--- config.mk ---
export PLATFORM = sky130hd
export DESIGN_NAME = alu_seq_ctrl
export DESIGN_NICKNAME = d
export VERILOG_FILES = /design/src/rtl/alu_seq_ctrl.sv
export SDC_FILE = /design/constraint.sdc
export NUM_CORES = 1
export LEC_CHECK = 0
export CORE_AREA = 2 2 69 71
export CTS_BUF_LIST = sky130_fd_sc_hd__clkbuf_8
export DETAILED_ROUTE_END_ITERATION = 8
export DIE_AREA = 0 0 71 73
export HOLD_SLACK_MARGIN = 0.1
export PLACE_DENSITY = 0.81
export SYNTH_ARGS = -nofsm -noshare
export SYNTH_HDL_FRONTEND = slang
export SYNTH_SLANG_ARGS = --single-unit
--- constraint.sdc ---
create_clock -name clk -period 4.2 [get_ports clk]
set_input_delay 1.26 -clock clk [delete_from_list [all_inputs] [get_ports clk]]
set_output_delay 1.26 -clock clk [all_outputs]
set_load 0.02 [all_outputs]
--- src/rtl/alu_seq_ctrl.sv ---
// Sequencer for a 4-entry, 4-bit register file driving an external ALU stage.
// A command is accepted in IDLE. An ALU command registers its operands, then
// spends one EXEC cycle waiting for the combinational ALU result, then writes
// the result back. A load writes its immediate at the accept edge. Every
// command ends in a single WB cycle, during which res_valid is high.
module alu_seq_ctrl (
  input  logic       clk,
  input  logic       reset_n,
  input  logic       cmd_valid,
  output logic       cmd_ready,
  input  logic       cmd_load,
  input  logic [3:0] cmd_sel,
  input  logic [1:0] cmd_rd,
  input  logic [1:0] cmd_rs,
  input  logic [1:0] cmd_rt,
  input  logic       cmd_imm_en,
  input  logic [3:0] cmd_imm,
  output logic [3:0] alu_x,
  output logic [3:0] alu_y,
  output logic [3:0] alu_sel,
  input  logic [3:0] alu_out,
  input  logic       alu_cout,
  output logic       res_valid,
  output logic [3:0] res_data,
  output logic       flag_c,
  output logic       flag_z,
  input  logic [1:0] dbg_addr,
  output logic [3:0] dbg_data
);

  typedef enum logic [1:0] {IDLE = 2'd0, EXEC = 2'd1, WB = 2'd2} state_t;

  state_t          r_state, w_next;
  logic [3:0][3:0] r_rf;
  logic [1:0]      r_rd;
  logic [3:0]      r_alu_x, r_alu_y, r_alu_sel, r_res_data;
  logic            r_flag_c, r_flag_z;
  logic            w_accept;

  assign w_accept  = cmd_valid && (r_state == IDLE);
  assign cmd_ready = (r_state == IDLE);
  assign res_valid = (r_state == WB);
  assign alu_x     = r_alu_x;
  assign alu_y     = r_alu_y;
  assign alu_sel   = r_alu_sel;
  assign res_data  = r_res_data;
  assign flag_c    = r_flag_c;
  assign flag_z    = r_flag_z;
  // Read path is combinational, so a register being written shows its old value until the edge.
  assign dbg_data  = r_rf[dbg_addr];

  // State register; reset aborts any in-flight command.
  always_ff @(posedge clk or negedge reset_n) begin
    if (!reset_n) r_state <= IDLE;
    else          r_state <= w_next;
  end

  // Next-state logic: a load skips EXEC because there is no ALU result to wait for.
  always_comb begin
    w_next = r_state;
    case (r_state)
      IDLE: if (w_accept) w_next = cmd_load ? WB : EXEC;
      EXEC: w_next = WB;
      WB:   w_next = IDLE;
      default: w_next = IDLE;
    endcase
  end

  // Datapath: operands are captured at accept, so aliasing rd with rs/rt cannot disturb them.
  always_ff @(posedge clk or negedge reset_n) begin
    if (!reset_n) begin
      r_rf       <= '0;
      r_rd       <= '0;
      r_alu_x    <= '0;
      r_alu_y    <= '0;
      r_alu_sel  <= '0;
      r_res_data <= '0;
      r_flag_c   <= 1'b0;
      r_flag_z   <= 1'b0;
    end else begin
      case (r_state)
        IDLE: if (w_accept) begin
          if (cmd_load) begin
            r_rf[cmd_rd] <= cmd_imm;
            r_res_data   <= cmd_imm;
            r_flag_z     <= (cmd_imm == 4'd0);
          end else begin
            r_alu_x   <= r_rf[cmd_rs];
            r_alu_y   <= cmd_imm_en ? cmd_imm : r_rf[cmd_rt];
            r_alu_sel <= cmd_sel;
            r_rd      <= cmd_rd;
          end
        end
        EXEC: begin
          r_rf[r_rd] <= alu_out;
          r_res_data <= alu_out;
          r_flag_z   <= (alu_out == 4'd0);
          // Only arithmetic codes produce a meaningful carry.
          if (!r_alu_sel[3]) r_flag_c <= alu_cout;
        end
        default: ;
      endcase
    end
  end

endmodule

### After elaboration in Yosys (flattened, before gate mapping)

Cells that the tools add are included.

* register bits: 38
* bits in latches: 0
* word-level logic and storage cells: 60
* memories kept: 0
* output and inout port bits: 24
* bits in writable memories: 0
* ROM bits: 0
* bits of input ports: 26

* equal/unequal tests: 4
* multiply operators: 0
* mux-type cells: 25
* magnitude comparators: 7
* bitwise operators: 2
* reductions and logical operators: 10
* div/mod/pow operators: 0
* add/sub/neg operators: 0
* shifts and indexed selects: 0

Operator list (number)
* 16-bit bitwise mux: 2
* 16-bit two-way mux: 2
* 4-bit two-way mux: 8
* 16-bit one-hot mux with 2 select lines: 1
* 4-bit binary-select mux with 2-bit select: 3
* 4-bit demux with 2-bit select: 2
* 2-bit by 3-bit < comparator with 1-bit output (second input constant): 5
* 4-bit logical NOT: 2
* 4-bit one-hot mux with 2 select lines: 1
* 3-bit AND reduction: 2
* 2-bit by 1-bit greater-or-equal comparator with 1-bit output (second input constant): 2
* 2-bit two-way mux: 2
* 2-bit by 1-bit != test with 1-bit output (second input constant): 2
* 2-bit one-hot mux with 2 select lines: 1
* 1-bit logical AND: 3
* 2-bit by 1-bit == test with 1-bit output (second input constant): 1
* 2-bit == test (second input constant): 1
* 2-bit logical NOT: 1
* 1-bit two-way mux: 2
* 1-bit NOT: 2
* 1-bit one-hot mux with 2 select lines: 1
* 2-bit AND reduction: 1
* 2-bit nonzero test: 1

### Longest topological paths before layout

* depth in word-level cells: 8
* depth in mapped cells: 5
* mapped depth without buffers: 3

### Least setup slack after synthesis

OpenSTA, ideal clock, no wires.

* kind: input -> output
* start: input port dbg_addr[0]
* end: output port dbg_data[0]
* path buffers: 0
* arrival time: 1.806 ns
* cell stages on the path: 1
* setup slack: 1.134 ns
* data required time: 2.940 ns
* path through: mux4_2

* word-level cells in the longest chain between the ends: 2

RTL lines
* start: declaration: line 27 `input logic [1:0] dbg_addr,`
* 4-bit binary-select mux with 2-bit select: line 50 `assign dbg_data = r_rf[dbg_addr];`
* 4-bit two-way mux (implied by the code): line 50
* end: declaration: line 28 `output logic [3:0] dbg_data`

No other way between the ends. The select of a mux whose other input is x is not followed.

### Worst setup path in the final report

* start: input port dbg_addr[0]
* end: output port dbg_data[3]

Same word-level chain as after synthesis.

==> key figures <==
Status
  – Status: completed

Yosys
  – Synth Cell Area: 0.002122 mm^2
  – Post-synthesis mux area share: 22.82%
  – Synth Area in Simple Gates: 12.68%
  – Synth Area in Adders: 0%
  – Post-synth net total: 197
  – Post-synthesis xor/xnor area fraction: 0%
  – Largest family of logic cells by synthesized area: multiplexers
  – Synthesized area per cell: 12.41 um^2
  – Mapped Cells: 171
  – Sequential area share after synthesis: 44.81%
  – Synth warn: 0
  – Yosys reg bits: 38
  – Complex-gate fraction of the synthesized area: 16.45%
  – Synth area leader: dfrtp_1
  – Top cells by area in the synthesized netlist: dfrtp_1 (45%), mux4_2 (13%), mux2_2 (5.3%)
  – Cell variety after synth: 30
  – Post-synth top area share: 44.81%

Drt
  – Routed wire per std cell: 18.66 um
  – DRC viols: 0
  – WL final: 5113 um
  – Iteration-0 DRC Markers: 112
  – Vias per cell: 6.296
  – Post-route ant nets: 0
  – Via count: 1,725
  – Initial DRT Pass Iterations: 4

Floorplan
  – Io pins: 50
  – Chip Height: 73 um
  – Die Wd: 71 um
  – Core Area: 0.004536 mm^2
  – Initial Util: 46.79%
  – Row count: 25
  – Die ar.: 0.005183 mm^2

GRT
  – Vias in the first global route: 1,657
  – First-pass GRT wire length: 8169 um
  – Total grt overflow: 0
  – Initial antenna violation count: 0
  – Pin count of the biggest net entering global routing: 39
  – Gr usage total: 20.71%

Power and ir drop
  – Peak VDD IR: 0.0003448 V
  – Pwr Total: 1.528 mW
  – Cell Pwr Density: 559.4 mW/mm^2
  – LEAKAGE: 1.069 nW

Clock network
  – Reg clk slew, reported paths: 0.07 ns
  – TritonCTS clock tree: built
  – Total CTS buffers: 5
  – Clk sinks: 38
  – CTS max path bufs: 2
  – CTS HTree Levels: 2
  – Worst-skew pair later-pin latency: 0.29 ns
  – # hold bufs at CTS: 0
  – Root buffer cell: clkbuf_8

Timing
  – Skew final: 0.003399 ns
  – Final setup fails: 0
  – Final Max Slew Viols: 0
  – Slew @ Worst Pin: 0.9728 ns
  – Final hold vios: 0
  – RSZ-0062 raised after global routing: false
  – Final Cycle Share: 93.79%
  – Tmin final: 3.939 ns
  – Fmax: 0.2539 GHz
  – Setup tns final: 0 ns
  – Max-slew headroom: 35.15%

Cells and area
  – Ant. Diodes: 0
  – # nets final: 245
  – Area of the multi-input gates: 0.001109 mm^2
  – Ratio of cells with drive above 1 in the final layout: 19.09%
  – Area grow syn2layout: 28.71%
  – Post-route cell area: 0.002731 mm^2
  – Register area: 950.9 um^2
  – Fill cells: 383

Setup path
  – Worst Setup Start Kind: primary input
  – Critical path required time: 2.94 ns
  – Crit path launch: dbg_addr[0]
  – Worst-path maximum fanout: 4
  – Critical path class: primary input to primary output
  – Reg2reg start: r_state[1]
  – Critical Path Sink Type: primary output
  – Arrival @ worst endpoint: 2.68 ns

Worst hold path
  – Min-delay src: alu_sel[1]
  – Worst Hold Class: flip-flop to flip-flop

Place
  – Detail Placement HPWL: 3657 um
  – Placed Area: 0.002628 mm^2
  – Port Buf Inserts: 49
  – GPL Wtd Cong: 0.8222

Flow run
  – Max cap viols: 0
## registers in the layout (all words and copies together), names as in the netlist
name	cells
res_data	4
alu_x	4
r_rf	16
alu_sel	4
r_state	2
alu_y	4
flag_z	1
r_rd	2
flag_c	1
## synth_stat cells, drive strengths merged
master / count
dfrtp: 38
a2bb2oi: 16
o22ai: 16
mux4: 12
nand3: 12
nor2: 12
mux2: 11
buf: 10
a21oi: 9
mux2i: 9
nand4: 4
o21ai: 4
nand2b: 3
nand4bb: 3
nand2: 2
nor2b: 2
nor4: 2
and2b: 1
nand3b: 1
nand4b: 1
nor4b: 1
or2: 1
or4b: 1
## per-stage QoR
step / hold WS, ns / instances / setup WS (ns) / util [%]
after floorplan: 0.5197 / 171 / 1.134 / -
after global placement: 0.4881 / 266 / 0.001742 / 57.93
after detailed placement: 0.4949 / 266 / -0.02407 / 57.93
after CTS: 0.5114 / 274 / 0.2584 / 60.22
after global routing: 0.5216 / 274 / 0.1906 / 60.22
final: 0.5062 / 274 / 0.2608 / 60.22
## power breakdown
group	internal, mW	switching, mW
sequential	0.498	0.134
clock	0.173	0.123
combinational	0.355	0.246
total	1.03	0.503
## final cells by class
class / instances / share of cell area (%)
repair buffers: 51 / 18.23
multi-input cells: 123 / 40.59
well taps: 54 / 2.474
clock inverters: 3 / 1.374
flip-flops and latches: 38 / 34.81
clock buffers: 5 / 2.519
## worst paths after layout
check	endpoint	slack, ns	cells after the start
max	dbg_data[3]	0.26	3
min	alu_sel[1]	0.51	1
max reg2reg	r_rf[15]	2.14	3
min reg2reg	alu_sel[1]	0.51	1
max in group asynchronous	r_state[1]	2.62	1
min in group asynchronous	alu_x[3]	1.06	1
## placed cells by master (no fill, tap or decap), types with 3 or more instances in the layout
master,synthesis,layout
a21oi_1,9,9
a2bb2oi_1,12,12
a2bb2oi_2,4,4
clkbuf_8,0,5
clkdlybuf4s50_1,0,46
dfrtp_1,38,38
mux2_2,10,10
mux2i_1,9,9
mux4_2,12,12
nand2b_1,3,3
nand3_1,12,12
nand4_1,4,4
nand4bb_1,3,3
nor2_1,12,12
o22ai_1,16,16
## routing by layer
layer  vias to the layer above  GRT usage [%]  wire length (um)
li1                        777              -                 -
met1                       839          26.71              2015
met2                        94          34.27              2605
met3                        15          5.387               368
met4                         0          6.918               123
met5                         -              0                 0
## cells by family after synthesis
logic type	after synthesis
compound gates	45
buf+inv	10
flops	38
mux	32
simple gates	46
## critical path, cell delays in order
cell and delay (ns):
dlygate4sd2_1 0.34, mux4_2 0.52, clkdlybuf4s50_1 0.55
## timing repair
item                                    in CTS  in global routing
setup buffers                                0                  0
resized for setup                            2                  0
endpoints found under the setup margin       4                  0
No activity file was read; power rests on OpenSTA's default activity.
